### src/rtl/key_adjust_ctrl_pkg.sv
// Shared definitions for the manual time-set key front-ends: channel FSM
// states, default timing constants and the timer-width helper.
package key_adjust_ctrl_pkg;

    typedef enum logic [2:0] {
        IDLE,
        ARM,
        PULSE,
        GAP,
        GUARD
    } key_state_e;

    // Default timings in clk cycles, shared with other key front-ends.
    localparam int KEY_DEB_CYC_DEF  = 20;
    localparam int KEY_HOLD_CYC_DEF = 500;
    localparam int KEY_REP_CYC_DEF  = 200;

    // Bits needed to hold 0..max_val; never less than one bit.
    function automatic int timer_width(input int max_val);
        return (max_val < 1) ? 1 : $clog2(max_val + 1);
    endfunction

endpackage

### src/rtl/key_adjust_ctrl_debounce.sv
// key_debounce: synchroniser chain plus debounce counter for one raw key.
// stable flips once the synced level has differed from it for DEB_CYC
// consecutive cycles. rise is a registered one-cycle pulse aligned with
// stable going high. fall is asserted during the cycle whose closing edge
// drops stable, so a release can take priority over an event landing on
// that same edge.
module key_debounce
    import key_adjust_ctrl_pkg::*;
#(
    parameter int SYNC_STAGES = 2,
    parameter int DEB_CYC     = KEY_DEB_CYC_DEF
) (
    input  logic clk,
    input  logic clr_n,
    input  logic key,
    output logic stable,
    output logic rise,
    output logic fall
);

    localparam int CW = timer_width(DEB_CYC);
    localparam logic [CW-1:0] DEB_LAST = CW'(DEB_CYC - 1);

    logic [SYNC_STAGES-1:0] sync_reg;
    logic [CW-1:0]          cnt_reg;
    logic                   stable_reg;
    logic                   rise_reg;
    logic                   synced;
    logic                   flip;

    assign synced = sync_reg[SYNC_STAGES-1];
    assign flip   = (synced != stable_reg) && (cnt_reg == DEB_LAST);

    // Shift the asynchronous key through the synchroniser chain.
    always_ff @(posedge clk or negedge clr_n) begin
        if (!clr_n) begin
            sync_reg <= '0;
        end else begin
            sync_reg <= {sync_reg[SYNC_STAGES-2:0], key};
        end
    end

    // Count cycles of disagreement; flip the stable level when the run is long enough.
    always_ff @(posedge clk or negedge clr_n) begin
        if (!clr_n) begin
            cnt_reg    <= '0;
            stable_reg <= 1'b0;
            rise_reg   <= 1'b0;
        end else begin
            rise_reg <= flip & synced;
            if ((synced == stable_reg) || flip) begin
                cnt_reg <= '0;
            end else begin
                cnt_reg <= cnt_reg + CW'(1);
            end
            if (flip) begin
                stable_reg <= synced;
            end
        end
    end

    assign stable = stable_reg;
    assign rise   = rise_reg;
    assign fall   = flip & ~synced;

endmodule

### src/rtl/key_adjust_ctrl.sv
// key_adjust_ctrl: turns the raw minute/hour buttons into glitch-free step
// clocks (madd/hadd) and their mux selects (madd_sig/hadd_sig). Each channel
// debounces its key, then an FSM frames every step with a select setup cycle
// before add rises and a guard period after it falls. Holding the key
// auto-repeats: first repeat HOLD_CYC after the first step, then every REP_CYC.
module key_adjust_ctrl
    import key_adjust_ctrl_pkg::*;
#(
    parameter int SYNC_STAGES = 2,
    parameter int DEB_CYC     = KEY_DEB_CYC_DEF,
    parameter int HOLD_CYC    = KEY_HOLD_CYC_DEF,
    parameter int REP_CYC     = KEY_REP_CYC_DEF,
    parameter int PULSE_CYC   = 2,
    parameter int GUARD_CYC   = 2
) (
    input  logic clk,
    input  logic clr_n,
    input  logic en,
    input  logic key_m,
    input  logic key_h,
    output logic madd,
    output logic madd_sig,
    output logic hadd,
    output logic hadd_sig
);

    localparam int TW = timer_width((HOLD_CYC > REP_CYC) ? HOLD_CYC : REP_CYC);
    localparam int PW = timer_width((PULSE_CYC > GUARD_CYC) ? PULSE_CYC : GUARD_CYC);

    localparam logic [TW-1:0] HOLD_LOAD  = TW'(HOLD_CYC);
    localparam logic [TW-1:0] REP_LOAD   = TW'(REP_CYC);
    localparam logic [PW-1:0] PULSE_LOAD = PW'(PULSE_CYC - 1);
    localparam logic [PW-1:0] GUARD_LOAD = PW'(GUARD_CYC - 1);

    logic [1:0] key_vec;
    logic [1:0] add_vec;
    logic [1:0] sig_vec;

    assign key_vec = {key_h, key_m};

    // Channel 0 is minutes, channel 1 is hours; they share nothing but clk/en.
    for (genvar gi = 0; gi < 2; gi++) begin : g_ch
        logic          stable;
        logic          rise;
        logic          fall;
        key_state_e    state_reg;
        key_state_e    state_next;
        logic [TW-1:0] timer_reg;
        logic [TW-1:0] timer_next;
        logic [PW-1:0] phase_reg;
        logic [PW-1:0] phase_next;
        logic          add_reg;
        logic          sig_reg;
        logic          add_next;
        logic          sig_next;

        key_debounce #(
            .SYNC_STAGES (SYNC_STAGES),
            .DEB_CYC     (DEB_CYC)
        ) u_deb (
            .clk    (clk),
            .clr_n  (clr_n),
            .key    (key_vec[gi]),
            .stable (stable),
            .rise   (rise),
            .fall   (fall)
        );

        // State, timers and the registered add/sig outputs.
        always_ff @(posedge clk or negedge clr_n) begin
            if (!clr_n) begin
                state_reg <= IDLE;
                timer_reg <= '0;
                phase_reg <= '0;
                add_reg   <= 1'b0;
                sig_reg   <= 1'b0;
            end else begin
                state_reg <= state_next;
                timer_reg <= timer_next;
                phase_reg <= phase_next;
                add_reg   <= add_next;
                sig_reg   <= sig_next;
            end
        end

        // Next state; outputs decoded from the next state so they leave flops directly.
        always_comb begin
            state_next = state_reg;
            phase_next = phase_reg;
            timer_next = timer_reg;
            // Repeat timer counts down toward the next repeat rise and sticks at 0.
            if (timer_reg != '0) begin
                timer_next = timer_reg - TW'(1);
            end
            case (state_reg)
                IDLE: begin
                    if (rise && en) begin
                        state_next = ARM;
                    end
                end
                ARM: begin
                    // Timer is loaded on the edge where add rises.
                    state_next = PULSE;
                    timer_next = HOLD_LOAD;
                    phase_next = PULSE_LOAD;
                end
                PULSE: begin
                    // A pulse always runs to completion, even if the key was let go.
                    if (phase_reg == '0) begin
                        state_next = GAP;
                    end else begin
                        phase_next = phase_reg - PW'(1);
                    end
                end
                GAP: begin
                    // Release beats a repeat expiry landing on the same edge.
                    if (!stable || fall) begin
                        state_next = GUARD;
                        phase_next = GUARD_LOAD;
                    end else if (timer_reg <= TW'(1)) begin
                        state_next = PULSE;
                        timer_next = REP_LOAD;
                        phase_next = PULSE_LOAD;
                    end
                end
                GUARD: begin
                    if (phase_reg == '0) begin
                        state_next = IDLE;
                    end else begin
                        phase_next = phase_reg - PW'(1);
                    end
                end
                default: begin
                    state_next = IDLE;
                end
            endcase
            sig_next = (state_next != IDLE);
            add_next = (state_next == PULSE);
        end

        assign add_vec[gi] = add_reg;
        assign sig_vec[gi] = sig_reg;
    end

    assign madd     = add_vec[0];
    assign madd_sig = sig_vec[0];
    assign hadd     = add_vec[1];
    assign hadd_sig = sig_vec[1];

endmodule

### config.mk
export PLATFORM = sky130hd
export DESIGN_NAME = key_adjust_ctrl
export DESIGN_NICKNAME = d
export VERILOG_FILES = /design/src/rtl/key_adjust_ctrl_pkg.sv /design/src/rtl/key_adjust_ctrl_debounce.sv /design/src/rtl/key_adjust_ctrl.sv
export SDC_FILE = /design/constraint.sdc
export NUM_CORES = 1
export LEC_CHECK = 0
export ABC_AREA = 1
export BUFFER_PORTS_ARGS = -buffer_cell sky130_fd_sc_hd__buf_2
export CAP_MARGIN = 20
export CORE_MARGIN = 4
export CORE_UTILIZATION = 60
export DETAILED_ROUTE_END_ITERATION = 10
export PLACE_DENSITY_LB_ADDON = 0.25
export SYNTH_ARGS = -nofsm -noshare
export SYNTH_HDL_FRONTEND = slang
export SYNTH_HIERARCHICAL = 1
export SYNTH_SLANG_ARGS = --single-unit
### constraint.sdc
create_clock -name clk -period 1.9 [get_ports clk]
set_input_delay 0.19 -clock clk [delete_from_list [all_inputs] [get_ports clk]]
set_output_delay 0.19 -clock clk [all_outputs]
set_load 0.005 [all_outputs]
Yosys cells after proc, flatten, opt, wreduce, memory -nomap -nowiden --
Index checks and enable logic that the tools add are counted.
Cells by class: $add $sub $neg 6, $mul 0, divide/modulo/power cells 0, order comparisons 2, equal/unequal tests 20, shifts and indexed selects 0, multiplexer cells 30, bitwise logic cells 6, reductions and logical operators 24
Operators by type and width (count):
- $mux 9 | 6
- $pmux 9 s2 | 2
- $mux 3 | 10
- $pmux 3 s5 | 2
- $eq 3x2->1 const B | 6
- $le 9x1->1 const B | 2
- $reduce_bool 9->1 | 2
- $sub 9x1->9 const B | 2
- $mux 2 | 6
- $pmux 2 s3 | 2
- $reduce_bool 3->1 | 4
- $add 5x1->5 const B | 2
- $eq 5x5->1 const B | 2
- $mux 5 | 2
- $eq 3x1->1 const B | 2
- $eq 3x3->1 const B | 2
- $logic_not 3->1 | 2
- $ne 3x3->1 const B | 2
- $reduce_and 3->1 | 2
- $and 1x1->1 | 4
- $logic_and 1x1->1 | 4
- $logic_not 2->1 | 2
- $logic_or 1x1->1 | 4
- $ne 2x2->1 const B | 2
- 6 further kinds | 12
Storage, ports and cells: flip-flop bits (word level) 50, bits in latches 0, RAM bits 0, ROM bits 0, input bits 5, memories 0

Logic depth before layout (Yosys ltp) --
Gate-level depths: netlist of run 1.
word-level depth 7, mapped depth 13, depth with buffers taken out 13

By module --
Netlist of run 1, hierarchy kept.
Modules (own cells, without submodules):
- key_adjust_ctrl | times used 1, cells an instance 248, area an instance 1874.3 um2
- key_debounce at g_ch[1].u_deb | times used 1, cells an instance 42, area an instance 389.1 um2
- key_debounce at g_ch[0].u_deb | times used 1, cells an instance 38, area an instance 374.1 um2

Least setup slack after synthesis of run 1 --
OpenSTA, ideal clock, no wires.
path type reg2reg, start register g_ch[1].u_deb.cnt_reg[0], end register g_ch[1].sig_reg, in the netlist hadd_sig, data arrival time 1.475 ns, setup slack 0.299 ns, cell stages (with the launch flop) 13, buffers on the path 0, path through dfrtp_1 -> ha_1 -> inv_1 -> nor2_2 -> nand2_4 -> nor2_1 -> inv_1 -> nand2_1 -> nor2_4 -> nor2_2 -> inv_2 -> nor2_1 -> nand3_1
Between the ends: cells in the longest elaborated chain, start to end 7
Ends and longest elaborated chain:
- start: declaration | RTL line key_adjust_ctrl_debounce.sv:25 | logic [CW-1:0] cnt_reg;
- start signal: assignment | RTL line key_adjust_ctrl_debounce.sv:54 | cnt_reg <= cnt_reg + CW'(1);
- $eq 5x5->1 | RTL line key_adjust_ctrl_debounce.sv:32 | assign flip = (synced != stable_reg) && (cnt_reg == DEB_LAST);
- $logic_and 1x1->1 | RTL line key_adjust_ctrl_debounce.sv:32
- $and 1x1->1 | RTL line key_adjust_ctrl_debounce.sv:64 | assign fall = flip & ~synced;
- named net g_ch[1].fall | RTL line key_adjust_ctrl.sv:45 | logic fall;
- $logic_or 1x1->1 | RTL line key_adjust_ctrl.sv:117 | if (!stable || fall) begin
- $mux 3 | RTL line key_adjust_ctrl.sv:117
- $pmux 3 s5 | RTL line key_adjust_ctrl.sv:95 | case (state_reg)
- named net g_ch[1].state_next[1] | RTL line key_adjust_ctrl.sv:47 | key_state_e state_next;
- $reduce_bool 3->1 | RTL line key_adjust_ctrl.sv:137 | sig_next = (state_next != IDLE);
- named net g_ch[1].sig_next | RTL line key_adjust_ctrl.sv:55 | logic sig_next;
- end signal: assignment | RTL line key_adjust_ctrl.sv:82 | sig_reg <= sig_next;
- end: declaration | RTL line key_adjust_ctrl.sv:53 | logic sig_reg;
The timed path passes the listed nets, and every way through them passes these cells. A chain may end at the register's enable or synchronous reset.

Worst setup path after layout of run 1 --
Same ends and word-level chain as after synthesis.

==> flow_metrics.py, run 1 <==
metrics = {
    "placement": {
        "gp_congestion": 0.8264,
        "numPortBuffers": 8,
        "place_ws_ns": 0.1788,
        "dp_hpwl_um": 3321,
    },
    "layout": {
        "diodes": 0,
        "num-fill-cells": 337,
        "nets": 361,
        "final_cell_mix": "nand2_1 (77), inv_1 (53), dfrtp_1 (50), nor2_1 (38), nand3_1 (24)",
        "drive_gt1_frac": 0.1552,
        "syn2layout_area_growth_pct": 8.729,
        "largest_reg_flops": 18,
        "layout_commonest_cell": "nand2_1",
    },
    "floorplan": {
        "dieArea_um2": 5520,
        "core-area_um2": 4115,
        "fp.dieW_um": 74.30,
        "chipHeight_um": 74.30,
        "io_pins": 9,
        "rows": 23,
        "start_util": 0.6409,
    },
    "clocking": {
        "cts_buffers": 5,
        "cts_max_path_buffers": 2,
        "post_cts_buffers": 0,
        "root_buffer": "clkbuf_8",
        "cts_sinks": 50,
        "cts_tree": "done",
        "path_clk_slew_ns": 0.09,
        "h-tree-depth": 2,
        "clock_latency_ns": 0.30,
    },
    "worst_hold_path": {
        "hold_class": "in -> reg",
    },
    "routing": {
        "vias": 2037,
        "routedWlPerCell_um": 11.06,
        "totalWireLength_um": 4400,
        "detail-route-antenna-nets": 0,
        "first_iter_violations": 125,
        "dr.pass1.iters": 4,
        "drc": 0,
        "vias_per_cell": 5.118,
    },
    "yosys": {
        "ys_seq_area_frac": 0.4744,
        "synth_seq_cells": 50,
        "yosys.cell_types.count": 24,
        "synth_area_um2": 2638,
        "synth_warnings": 6,
        "syn_nets": 341,
        "avgSynthCellArea_um2": 8.041,
        "synth_cells": 328,
    },
    "global_routing": {
        "grt_pass1_vias": 1956,
        "grt_pass1_wl_um": 8114,
        "track_usage": 0.1918,
        "grt.overflow.total": 0,
        "grt_max_degree": 24,
        "antenna_found_initial": 0,
    },
    "sta": {
        "skew_ns": 0.008718,
        "final-setup-viol-count": 0,
        "timing.fmax_mhz": 592.3,
        "tns_ns": 0,
        "postLayoutSetupSlackWorst_ns": 0.2115,
        "maxSlewViolCount": 0,
        "rsz0062_at_grt": "no",
        "period_needed_ns": 1.688,
        "finalHoldViolations": 0,
        "worst_slew_pin_slew_ns": 0.5048,
        "slew-limit-headroom": 0.6635,
        "post-route-period-util": 0.8887,
    },
    "worst_setup_path": {
        "worst-setup-path-type": "reg -> reg",
        "critPathMaxFanout": 4,
        "slowest_stage": "dfrtp_1",
        "arrival_ns": 1.88,
        "start_kind": "register",
        "path_cells": "ha_2, inv_1, nor2_2, nand2_4, nor2_1, inv_1, nand2_1, nor2_4, nor2_2, inv_2, nor2_1, nand3_1",
        "required_ns": 2.09,
        "end_kind": "register",
        "max_stage_delay_ns": 0.39,
    },
    "power_and_ir_drop": {
        "p_per_area_nw_per_um2": 1264,
        "total_power_mw": 3.626,
        "p_leak_nw": 1.477,
        "ir_worst_vdd_v": 0.0006888,
    },
    "run": {
        "cap_violations": 0,
    },
    "run_status": {
        "status": "finished, final reports clean",
    },
}
cell usage after synthesis:
master	count	area, um2
nand2_1	77	289.0
nor3_1	3	15.01
o211ai_1	3	22.52
nor3_4	1	16.27
inv_2	4	15.01
nand3b_1	3	22.52
or2_2	2	12.51
a21oi_2	1	8.760
xor2_1	4	35.03
nand3_1	24	120.1
o21ai_1	3	15.01
xnor2_1	2	17.52
nand4_1	9	56.30
nor2_4	3	33.78
inv_1	53	198.9
dfrtp_1	50	1251
nand2_4	2	22.52
ha_1	8	100.1
nor2_1	38	142.6
nand3_2	6	60.06
a21oi_1	2	10.01
nor2_2	10	62.56
o21ai_0	12	60.06
nand2_2	8	50.05
what timing repair did:
| action | CTS | global route |
|---|---|---|
| hold endpoints to repair | 23 | 0 |
| gates resized for setup | 0 | 1 |
| setup endpoints to repair | 0 | 1 |
| hold buffers | 3 | 0 |
cells by family after synthesis:
logic type | share of synthesized area
simple gates | 0.3425
buf+inv | 0.08112
flops | 0.4744
fa+ha+maj | 0.03795
xor+xnor | 0.01992
compound gates | 0.04412
metal layers:
layer | global-route usage | routed length (um) | vias to the layer above
met5 | 0 | 0 | -
met2 | 0.3219 | 2120 | 25
met3 | 0.05270 | 164 | 6
met4 | 0.05929 | 64 | 0
li1 | - | - | 1072
met1 | 0.2432 | 2051 | 934
critical path, delay by kind of cell (launching register included):
kind | cells | cell delay (ns)
adder cells (fa/ha/maj) | 1 | 0.23
buffers and inverters | 3 | 0.15
AND/OR/NAND/NOR | 8 | 0.82
flip-flops | 1 | 0.39
layout make-up:
type / instances / area [um2] / area share
Clock inverter: 1 / 7.507 / 0.002618
Timing Repair Buffer: 13 / 85.08 / 0.02967
Sequential cell: 50 / 1251 / 0.4363
Tap cell: 50 / 62.56 / 0.02182
Inverter: 57 / 214.0 / 0.07461
Multi-Input combinational cell: 221 / 1175 / 0.4097
Clock buffer: 6 / 72.57 / 0.02531
where the power goes:
part           switching [mW]  internal (mW)
clock                   0.324          0.253
combinational           0.874          0.543
sequential              0.268           1.36
final timing paths:
kind                                                 from  slack [ns]                         to  cells past startpoint
worst max-delay path             g_ch[1].u_deb/cnt_reg[0]        0.21                   hadd_sig                     12
worst min-delay path                                   en        0.30       g_ch[1].state_reg[0]                      5
worst max register to register   g_ch[1].u_deb/cnt_reg[0]        0.21                   hadd_sig                     12
worst min register to register  g_ch[1].u_deb/sync_reg[0]        0.35  g_ch[1].u_deb/sync_reg[1]                      0
max in group asynchronous                           clr_n        0.93       g_ch[1].timer_reg[8]                      3
min in group asynchronous                           clr_n        0.38       g_ch[0].timer_reg[2]                      2
metrics by stage:
| step | util | cells | cell area (um2) | hold WS [ns] |
|---|---|---|---|---|
| after floorplan | - | 328 | 2638 | -0.1056 |
| after global placement | 0.6695 | 388 | 2755 | 0.1833 |
| after detailed placement | 0.6695 | 388 | 2755 | 0.1847 |
| after CTS | 0.6963 | 398 | 2865 | 0.3007 |
| after global routing | 0.6969 | 398 | 2868 | 0.3224 |
| final | 0.6969 | 398 | 2868 | 0.2975 |
Power figures use the tool's default switching activity.
==> run 2, diff against run 1 <==
--- a/config.mk
+++ b/config.mk
@@ -5,7 +5,7 @@
 export SDC_FILE = /design/constraint.sdc
 export NUM_CORES = 1
 export LEC_CHECK = 0
-export ABC_AREA = 1
+export ABC_AREA = 0
 export BUFFER_PORTS_ARGS = -buffer_cell sky130_fd_sc_hd__buf_2
 export CAP_MARGIN = 20
 export CORE_MARGIN = 4
==> run 2 against run 1 <==
Against the previous run:
- the run now ends with hold timing left
- cell area rose by 2.0%
- sequential share of layout area fell by 0.86 points
- count of clock-buffer cells in the layout did not move
- die area fell by 0.16%
- critical path type unchanged
- critical endpoint is now g_ch[1].timer_reg[5]
- largest cell class is now multi-input gates
- highest routed layer unchanged
==> flow_metrics.py, run 2 <==
metrics = {
    "worst_setup_path": {
        "cp_num_buf_inv": 1,
        "slowest_stage": "dfrtp_1",
        "reg2reg_from": "g_ch[1].u_deb/cnt_reg[0]",
        "arrival_ns": 1.98,
        "start_kind": "register",
        "reg2reg_depth": 7,
        "required_ns": 2.08,
        "r2r-end": "g_ch[1].timer_reg[5]",
        "reg2reg_setup_slack_ns": 0.10,
        "end_kind": "register",
        "max_stage_delay_ns": 0.40,
        "cp_top_family": "simple AND/OR/NAND/NOR gates",
        "worst-setup-path-type": "reg -> reg",
        "cp-startpoint": "g_ch[1].u_deb/cnt_reg[0]",
        "path_cells": "ha_1, nand4bb_4, nor3b_1, nand2b_1, buf_4, nor4_1, nor3_1",
        "critPathMaxFanout": 5,
    },
    "power_and_ir_drop": {
        "p_per_area_nw_per_um2": 1353,
        "p_leak_nw": 1.261,
        "ir_worst_vdd_v": 0.0007448,
    },
    "global_routing": {
        "top_usage_layer": "met2",
        "grt_use_met2": 0.2894,
        "grt_pass1_wl_um": 7852,
        "grtUsageMet1": 0.2581,
        "grt_pass1_vias": 1753,
        "grtUsageMet3": 0.03919,
        "track_usage": 0.1840,
        "grt.overflow.total": 0,
        "grt_max_degree": 51,
        "antenna_found_initial": 0,
    },
    "yosys": {
        "synth_top_flop_cell": "dfrtp_1",
        "yosysTopAreaCell": "dfrtp_1",
        "yosys.area.top_type_share": 0.4753,
        "yosys.cell_types.count": 59,
        "synth_common_cells": "dfrtp_1 (50), nor2_1 (22), inv_1 (14), nand2_1 (14), o21ai_0 (12)",
        "synth_seq_cells": 50,
        "ys_seq_area_frac": 0.4753,
        "synth_most_common_cell": "dfrtp_1",
        "avgSynthCellArea_um2": 10.57,
        "synth_area_um2": 2633,
        "syn_nets": 262,
        "synth_warnings": 6,
        "ys_top_cells_by_area": "dfrtp_1 (48%), ha_1 (3.8%), nor2_1 (3.1%)",
        "synth_cells": 249,
        "synth_edf_count": 0,
        "postSynth.asyncResetShare": 1.000,
    },
    "placement": {
        "dp_hpwl_um": 3197,
        "dpl_cell_area_um2": 2758,
        "place_ws_ns": 0.06110,
        "numPortBuffers": 8,
        "gp_congestion": 0.8395,
    },
    "floorplan": {
        "rows": 23,
        "core-area_um2": 4115,
        "chipHeight_um": 74.24,
        "io_pins": 9,
        "start_util": 0.6397,
        "fp.dieW_um": 74.24,
        "dieArea_um2": 5512,
    },
    "clocking": {
        "h-tree-depth": 2,
        "cts_sinks": 50,
        "cts_tree": "done",
        "cts_max_path_buffers": 2,
        "clock_latency_ns": 0.30,
        "cts_buffers": 5,
        "root_buffer": "clkbuf_8",
        "path_clk_slew_ns": 0.10,
    },
    "layout": {
        "syn2layout_area_growth_pct": 11.12,
        "regArea_um2": 1251,
        "final_cell_mix": "dfrtp_1 (50), nor2_1 (22), inv_1 (14), nand2_1 (14), o21ai_0 (12)",
        "design_area_um2": 2925,
        "drive_gt1_frac": 0.1741,
        "multi_input_area_um2": 1318,
        "diodes": 0,
        "fin_util": 0.7109,
        "num-fill-cells": 301,
        "nets": 282,
        "layout_commonest_cell": "dfrtp_1",
        "largest_reg_flops": 18,
    },
    "sta": {
        "final-setup-viol-count": 0,
        "period_needed_ns": 1.795,
        "maxSlewViolCount": 0,
        "timing.fmax_mhz": 557.0,
        "slew-limit-headroom": 0.5988,
        "worst_slew_pin_slew_ns": 0.6018,
        "postLayoutSetupSlackWorst_ns": 0.1047,
        "rsz0062_at_grt": "yes",
        "skew_ns": 0.01084,
        "finalHoldViolations": 43,
        "post-route-period-util": 0.9449,
        "hold_ws_ns": -0.03727,
        "tns_ns": 0,
    },
    "run_status": {
        "status": "finished with violations",
        "violations": "hold timing",
    },
    "routing": {
        "vias": 1908,
        "vias_per_cell": 5.963,
        "routedWlPerCell_um": 14.41,
        "detail-route-antenna-nets": 0,
        "totalWireLength_um": 4610,
        "first_iter_violations": 159,
        "drc": 0,
        "dr.pass1.iters": 4,
    },
    "worst_hold_path": {
        "hold_class": "in -> async",
    },
    "run": {
        "cap_violations": 0,
    },
}
run 2: cell count changes after synthesis, moves of 5 or more:
| cell | delta |
|---|---|
| nand2_1 | -63 |
| nand3_1 | -15 |
| inv_1 | -39 |
| nor3b_1 | +5 |
| nand4_1 | -9 |
| nand3_2 | -6 |
| nor2_1 | -16 |
| o31ai_1 | +6 |
| nor2_2 | -10 |
| nand2_2 | -8 |
| a21oi_1 | +8 |
run 2: how the worst max path moves through the flow:
stage	slack [ns]	cells past startpoint	end
floorplan	0.19	7	g_ch[0].phase_reg[0]
global route	-0.02	7	g_ch[1].timer_reg[5]
global placement	0.13	7	g_ch[0].phase_reg[0]
finish	0.10	7	g_ch[1].timer_reg[5]
detailed placement	0.06	7	g_ch[0].phase_reg[0]
CTS	0.04	5	g_ch[0].timer_reg[1]
run 2: cell type report:
cell class	instances	share of cell area
Multi-Input combinational cell	180	0.4504
Tap cell	50	0.02139
Clock buffer	6	0.02823
Inverter	14	0.01796
Sequential cell	50	0.4277
Clock inverter	2	0.01326
Timing Repair Buffer	18	0.04106
run 2: cells by family after synthesis:
group / synth area share
AOI/OAI and AO/OA: 0.1616
xor gates and xnor gates: 0.03992
adders and majority gates: 0.03802
buffers and inverters: 0.03137
DFF: 0.4753
muxes: 0.01901
and+or+nand+nor: 0.2348
run 2: per-layer routing:
layer,up-vias,part of all wire
met5,-,0
met4,0,0.012
met3,6,0.030
met2,24,0.47
met1,927,0.49
li1,951,-
run 2: power breakdown:
group,total [mW],internal (mW),switching [mW]
sequential,1.74,1.37,0.377
clock,0.785,0.433,0.352
combinational,1.43,0.701,0.727
total,3.96,2.50,1.46
run 2: stage by stage:
stage | instances | power, mW
final | 320 | 3.957
after global routing | 320 | 4.247
after CTS | 319 | 3.927
after detailed placement | 309 | 3.124
after global placement | 309 | 3.065
after floorplan | 249 | 2.736
run 2: what timing repair did:
action                                  CTS  global route
setup buffers                             0             1
endpoints found under the hold margin     2             0
endpoints found under the setup margin    0             8
hold buffers                              2             0
resized for setup                         0             5
